**config.mk**
```make
export PLATFORM = sky130hd
export DESIGN_NAME = nlin_f_arbiter
export DESIGN_NICKNAME = d
export VERILOG_FILES = /design/src/rtl/nlin_f_arbiter.sv
export SDC_FILE = /design/constraint.sdc
export NUM_CORES = 1
export LEC_CHECK = 0
export ABC_CLOCK_PERIOD_IN_PS = 2400
export CORE_MARGIN = 4
export CORE_UTILIZATION = 35
export DETAILED_ROUTE_END_ITERATION = 8
export MAX_ROUTING_LAYER = met4
export PLACE_DENSITY = 0.75
export SLEW_MARGIN = 5
export SYNTH_ARGS = -nofsm -noshare
export SYNTH_HDL_FRONTEND = slang
export SYNTH_SLANG_ARGS = --single-unit
```
**constraint.sdc**
```tcl
create_clock -name clk -period 2.4 [get_ports clk]
set_input_delay 0.24 -clock clk [delete_from_list [all_inputs] [get_ports clk]]
set_output_delay 0.24 -clock clk [all_outputs]
set_load 0.02 [all_outputs]
```
**src/rtl/nlin_f_arbiter.sv**
```systemverilog
// Round-robin arbiter with packet lock feeding one shared fixed-latency nonlinear unit.
// Optional tag/valid consistency check: define NLIN_F_ARB_ERR_CHK_EN.
module nlin_f_arbiter #(
  parameter int N_LANES  = 4,
  parameter int WORD_WDT = 16,
  parameter int UNIT_LAT = 5,
  localparam int TAG_WDT = (N_LANES > 1) ? $clog2(N_LANES) : 1
) (
  input  logic                          clk,
  input  logic                          rst,
  input  logic [N_LANES-1:0]            req_val,
  input  logic [N_LANES-1:0]            req_last,
  input  logic [N_LANES*WORD_WDT-1:0]   req_data,
  output logic [N_LANES-1:0]            req_rdy,
  output logic                          unit_clk_en,
  output logic                          unit_op_val,
  output logic [WORD_WDT-1:0]           unit_op_data,
  input  logic                          unit_res_val,
  input  logic [WORD_WDT-1:0]           unit_res_data,
  output logic [N_LANES-1:0]            res_val,
  output logic [WORD_WDT-1:0]           res_data,
  input  logic [N_LANES-1:0]            res_rdy,
  output logic                          busy,
  output logic                          err
);

  // The op register {unit_op_val, op_tag} is the first tag stage; the result
  // appears UNIT_LAT enabled cycles after the unit samples it, hence UNIT_LAT+1 more.
  localparam int TAG_STAGES = UNIT_LAT + 1;

  typedef enum logic {IDLE, LOCK} state_t;

  state_t               state, state_nxt;
  logic [TAG_WDT-1:0]   ptr, ptr_nxt, lock_lane, lock_nxt;
  logic [TAG_WDT-1:0]   rr_lane, cand, sel, op_tag;
  logic                 rr_hit, sel_en, accept;
  logic [TAG_STAGES-1:0] tag_val;
  logic [TAG_WDT-1:0]   tag_id [TAG_STAGES];
  logic                 hv;
  logic [TAG_WDT-1:0]   ht;

  assign hv          = tag_val[TAG_STAGES-1];
  assign ht          = tag_id[TAG_STAGES-1];
  assign unit_clk_en = !(hv && unit_res_val && !res_rdy[ht]);
  assign res_data    = unit_res_data;
  assign busy        = (|tag_val) || (state != IDLE) || unit_op_val;

  always_comb begin
    res_val = '0;
    if (hv && unit_res_val) res_val[ht] = 1'b1;
  end

  // Search starts just after the last winner; the modulo keeps unused tag codes out.
  always_comb begin
    rr_hit  = 1'b0;
    rr_lane = '0;
    cand    = '0;
    for (int k = 1; k <= N_LANES; k++) begin
      cand = TAG_WDT'((int'(ptr) + k) % N_LANES);
      if (!rr_hit && req_val[cand]) begin
        rr_hit  = 1'b1;
        rr_lane = cand;
      end
    end
  end

  always_comb begin
    state_nxt = state;
    ptr_nxt   = ptr;
    lock_nxt  = lock_lane;
    req_rdy   = '0;
    sel       = (state == LOCK) ? lock_lane : rr_lane;
    sel_en    = (state == LOCK) || rr_hit;
    if (sel_en) req_rdy[sel] = unit_clk_en;
    accept    = sel_en && unit_clk_en && req_val[sel];
    if (accept) begin
      ptr_nxt   = sel;
      lock_nxt  = sel;
      state_nxt = req_last[sel] ? IDLE : LOCK;
    end
  end

  always_ff @(posedge clk) begin
    if (rst) begin
      state     <= IDLE;
      ptr       <= TAG_WDT'(N_LANES - 1);
      lock_lane <= '0;
    end else if (unit_clk_en) begin
      state     <= state_nxt;
      ptr       <= ptr_nxt;
      lock_lane <= lock_nxt;
    end
  end

  always_ff @(posedge clk) begin
    if (rst) begin
      unit_op_val  <= 1'b0;
      unit_op_data <= '0;
      op_tag       <= '0;
      tag_val      <= '0;
      for (int i = 0; i < TAG_STAGES; i++) tag_id[i] <= '0;
    end else if (unit_clk_en) begin
      unit_op_val <= accept;
      if (accept) begin
        unit_op_data <= req_data[int'(sel)*WORD_WDT +: WORD_WDT];
        op_tag       <= sel;
      end
      tag_val   <= {tag_val[TAG_STAGES-2:0], unit_op_val};
      tag_id[0] <= op_tag;
      for (int i = 1; i < TAG_STAGES; i++) tag_id[i] <= tag_id[i-1];
    end
  end

`ifdef NLIN_F_ARB_ERR_CHK_EN
  always_ff @(posedge clk) begin
    if (rst) begin
      err <= 1'b0;
    end else if (unit_clk_en && (unit_res_val != hv)) begin
      err <= 1'b1;
      $error("nlin_f_arbiter: unit_res_val=%0b but head tag valid=%0b", unit_res_val, hv);
    end
  end
`else
  assign err = 1'b0;
`endif

endmodule

```
# After elaboration in Yosys (flattened, before gate mapping)
# Memory sizes are Yosys's and may differ from the RTL's.
# Index checks and enable logic that the tools add are counted.
[totals] reg_bits=28 ram_bits=12 output_inout_bits=44 wordCells=88 n_memories=1
[mem_list] memory="tag_id" depth=6 word_bits=2 read_ports=6 rd_ports_with_merged_regs=0 wr=6 line_no="38" rtl="logic [TAG_WDT-1:0] tag_id [TAG_STAGES];"
[classes] add_sub_neg=4 n_lt_le_gt_ge=8 shifts=1 n_mux=41 bitwise=8 n_reduce_logical=19
[op_table] cell="64-bit by 7-bit variable part select with 16-bit output" count=1
[op_table] cell="2-bit 2-to-1 mux" count=11
[op_table] cell="1-bit 2-to-1 mux" count=19
[op_table] cell="2-bit by 3-bit less-than comparator with 1-bit output, second input constant" count=6
[op_table] cell="1-bit binary-select mux with 2-bit select" count=7
[op_table] cell="1-bit logical AND" count=9
[op_table] cell="4-bit 2-to-1 mux" count=2
[op_table] cell="1-bit OR" count=6
[op_table] cell="6-bit OR reduction" count=1
[op_table] cell="1-bit logical NOT" count=5
[op_table] cell="2-bit by 1-bit adder with 2-bit output, second input constant" count=2
[op_table] cell="2-bit adder, second input constant" count=2
[op_table] cell="4-bit bitwise AND" count=1
[op_table] cell="1-bit demux with 2-bit select" count=2
[op_table] cell="2-bit by 1-bit >= comparator with 1-bit output, second input constant" count=2
[op_table] cell="1-bit logical OR" count=3
[op_table] cell="2-bit AND reduction" count=1
[op_table] cell="1-bit NOT" count=1

# Longest topological paths before layout
[logic_depth] word_depth=20 ltp_mapped=9 depth_no_buf=7

# Least setup slack after synthesis
# OpenSTA, ideal clock, no wires.
[synth_timing] kind="register -> register" start="reg ptr[0]" end="reg unit_op_data[10]" setup_ns=0.128 arrival_ns=2.120 setup_slack_ns=0.152 stages_incl_launch_ff=9 path_cell_list="dfxtp_1 > inv_2 > a221o_1 > a211o_1 > nand2_4 > buf_6 > mux4_2 > mux2i_1 > nor2_1"
[synth_between] elab_chain_cells=18 word_cells_on_any_way=34 cone_classes="add/sub: 4; shift: 1; mux: 19; reduce/logical: 10"
[synth_lines] element="start, declared" line_no="34" rtl="logic [TAG_WDT-1:0] ptr, ptr_nxt, lock_lane, lock_nxt;"
[synth_lines] element="start signal, assigned" line_no="86" rtl="ptr <= TAG_WDT'(N_LANES - 1);"
[synth_lines] element="start signal, assigned" line_no="90" rtl="ptr <= ptr_nxt;"
[synth_lines] element="parallel branches: the longest is 18 deep, another holds 2-bit by 1-bit adder with 2-bit output"
[synth_lines] element="end signal, assigned" line_no="105" rtl="unit_op_data <= req_data[int'(sel)*WORD_WDT +: WORD_WDT];"
[synth_lines] element="end, declared" line_no="17" rtl="output logic [WORD_WDT-1:0] unit_op_data,"
# Parallel ways; which one is timed is not known. The select of a mux whose other input is x is not followed.
# A chain may end at the register's enable or synchronous reset.

# Worst setup path in the final report
[layout_timing] start="reg ptr[0]" end="reg unit_op_data[3]"
# Same word-level chain as after synthesis.

==> impl_metrics.toml <==
[setup_path]
crit_family = "compound AO/OA/AOI/OAI gates"
cp_max_fo = 7
worstSetupStartpointType = "flop"
path_class = "reg2reg"
critPathArrivalTime_ns = 2.52
path_buf_inv = 3
slowest_stage = "mux4_2"
regToRegSetupSlack_ns = 0.05
startpoint = "ptr[0]"
r2r_start = "ptr[0]"
reg2reg_depth = 9
required_ns = 2.57
cp-end-kind = "flop"
max_stage_delay_ns = 0.51
r2r_end = "unit_op_data[3]"
path_cells = "buf_4, inv_2, a221o_1, a211o_1, nand2_4, buf_12, mux4_2, mux2i_2, nor2_1"

[cts]
cts_buffer_depth = 2
path_clk_slew_ns = 0.08
postCtsHoldBufs = 0
cts-htree-levels = 2
cts_tree = "built"
insertion_delay_ns = 0.28
root_buffer = "clkbuf_8"
numCtsBuffers = 5
cts.sinks = 40

[yosys]
synth_cell_types = 45
yosysWarningCount = 0
syn_avg_cell_area_um2 = 10.7
synth-main-ff-cell = "dfxtp_1"
synth.net_count = 328
yosysSeqAreaShare = 0.369
synthCells = 233
synth_area_um2 = 2500
synth-edff-count = 12
async_flop_share = 0
synth-seq-cells = 40

[global_routing]
grt_usage = 0.172
grt_pass1_vias = 2409
grt_pass1_wl_um = 11500
grt_overflow = 0
antenna_found_initial = 0
grt_max_degree = 29

[sta]
tightest_slew_ns = 0.506
fmax_mhz = 425
period_share = 0.980
rsz0062_at_grt = "yes"
slew_violations = 0
relSlewSlack = 0.663
hold_violations = 0
finalSetupTns_ns = 0
fin_skew_ns = 0.00642
period_needed_ns = 2.35
setup_viol = 0

[layout]
final_core_util = 0.581
area_growth_pct = 59.6
fin_nets = 450
finish.instance_area_um2 = 3990
num_antenna_cells = 0
fillers = 578
drive_above_1_share = 0.256

[worst_hold_path]
hold_depth = 0
hp-start = "unit_res_data[11]"
hold_path_end = "res_data[11]"
hold_class = "in2out"

[floorplanning]
die_h_um = 92.5
dieArea_um2 = 8550
dieWidth_um = 92.5
start_util = 0.364
fp.coreArea_um2 = 6870
num_io_pins = 139
rows = 30

[placed_design]
place.gp.congestion = 0.917
io_buffers = 105
dp_hpwl_um = 5470
place_area_um2 = 3730

[route]
viasPerCell = 5.00
first_pass_iters = 4
vias = 2260
wl_per_cell_um = 16.1
wirelength_um = 7260
first_iter_violations = 85
drc_errors = 0
ant_nets = 0

[power]
power.leakage_uw = 0.00158
swShare = 0.376
finalPower_uw = 4640
clockPowerShare = 0.092
pwr-share-seq = 0.226
p_per_area_nw_per_um2 = 1160
peakVddDrop_v = 0.00102
internal_power_uw = 2900
combPwrFrac = 0.682
switchingPower_uw = 1740

[run_status]
status = "completed"

[run]
drv_cap = 0
-- registers in the layout, indices dropped and copies added, names as in the netlist --
| name | cells |
|---|---|
| tag_val | 6 |
| lock_lane | 2 |
| unit_op_val | 1 |
| tag_id | 12 |
| state | 1 |
| unit_op_data | 16 |
| ptr | 2 |
-- metal layers --
layer | wire length (um) | share of wire | vias to the layer above | track usage
met5 | 0 | 0 | - | -
met4 | 90 | 0.012 | 0 | 0.0458
met3 | 448 | 0.062 | 11 | 0.0439
met2 | 3690 | 0.51 | 94 | 0.297
met1 | 3030 | 0.42 | 1080 | 0.199
li1 | - | - | 1075 | -
-- synthesized netlist by cell type, types with 2 or more instances --
| cell type | number | area, um2 |
|---|---|---|
| a2111o_1 | 2 | 22.5 |
| mux2i_1 | 25 | 250 |
| dfxtp_1 | 28 | 561 |
| clkbuf_1 | 6 | 22.5 |
| edfxtp_1 | 12 | 360 |
| nor4_1 | 4 | 25.0 |
| nand3_1 | 3 | 15.0 |
| and2_1 | 14 | 87.6 |
| buf_6 | 3 | 33.8 |
| nor3_1 | 3 | 15.0 |
| nand2b_1 | 4 | 25.0 |
| a211oi_2 | 2 | 25.0 |
| inv_1 | 4 | 15.0 |
| mux4_2 | 17 | 383 |
| a211o_1 | 2 | 17.5 |
| buf_4 | 18 | 135 |
| or4_1 | 2 | 15.0 |
| a41oi_1 | 2 | 17.5 |
| nand2_1 | 4 | 15.0 |
| nor2_1 | 40 | 150 |
| or3_1 | 2 | 12.5 |
| buf_2 | 6 | 30.0 |
| a21oi_1 | 7 | 35.0 |
| o21ai_1 | 2 | 10.0 |
-- cells by family (layout without fill, tap and decap cells) --
group                  Yosys count  count (layout)  synth area share
other                            1               1           0.00150
DFF                             40              40             0.369
AOI/OAI and AO/OA               24              24            0.0816
and+or+nand+nor                 87              87             0.188
buffers and inverters           38             161            0.0961
muxes                           43              43             0.264
-- how the worst max path moves through the flow --
stage	endpoint	cells past startpoint	slack, ns
2_1_floorplan	unit_op_data[10]	8	0.15
3_3_place_gp	req_rdy[1]	7	-0.35
3_5_place_dp	req_rdy[0]	7	-0.43
4_1_cts	req_rdy[0]	8	0.009
5_1_grt	unit_op_data[12]	10	-0.05
6_report	unit_op_data[3]	9	0.05
-- through the flow --
step | cells | hold WS (ns) | setup slack [ns]
after floorplan | 233 | 0.463 | 0.152
after global placement | 432 | 0.472 | -0.353
after detailed placement | 432 | 0.480 | -0.427
after CTS | 447 | 0.480 | 0.00938
after global routing | 452 | 0.480 | -0.0460
final | 452 | 0.480 | 0.0480
-- placed cells by master, fill, tap and decap left out, types with 2 or more instances in the layout --
cell,netlist,routed
clkbuf_8,0,5
mux4_2,17,17
a21oi_1,7,7
nand2b_4,1,2
nor3_1,3,3
clkbuf_1,6,2
nand3_1,3,3
nor4_1,4,4
buf_12,0,4
or4_1,2,2
nand2_1,4,4
a2111o_1,2,2
dlygate4sd2_1,0,4
dfxtp_1,28,26
inv_1,4,4
nor2_2,1,2
nand2b_1,4,3
clkdlybuf4s50_1,0,96
buf_4,18,35
buf_6,3,4
clkbuf_2,0,3
edfxtp_1,12,12
mux2i_1,25,24
a211o_1,2,2
a41oi_1,2,2
nor2_1,40,38
dfxtp_4,0,2
and2_1,14,14
-- area by class of cell --
class	count	area, um2	area share
Clock inverter	1	5.00	0.00125
Inverter	5	18.8	0.00471
Multi-Input combinational cell	155	1390	0.348
Tap cell	96	120	0.0301
Clock buffer	7	76.3	0.0191
Sequential cell	40	928	0.233
Timing Repair Buffer	148	1450	0.364
-- power by group through the flow --
stage	clock, uW	combinational [uW]	sequential (uW)
after floorplan	0	1570	1170
after global placement	0	2680	1040
after detailed placement	0	2710	1060
after CTS	432	2940	1050
after global routing	467	3370	1080
final	425	3170	1050
-- what timing repair did --
action / 4_1_cts / 5_1_grt
gates cloned: 1 / 1
setup endpoints to repair: 24 / 22
resized for setup: 23 / 19
pin swaps: 5 / 6
buffers inserted: 7 / 4
endpoints found under the hold margin: 0 / 0
No activity file was read; power rests on OpenSTA's default activity.
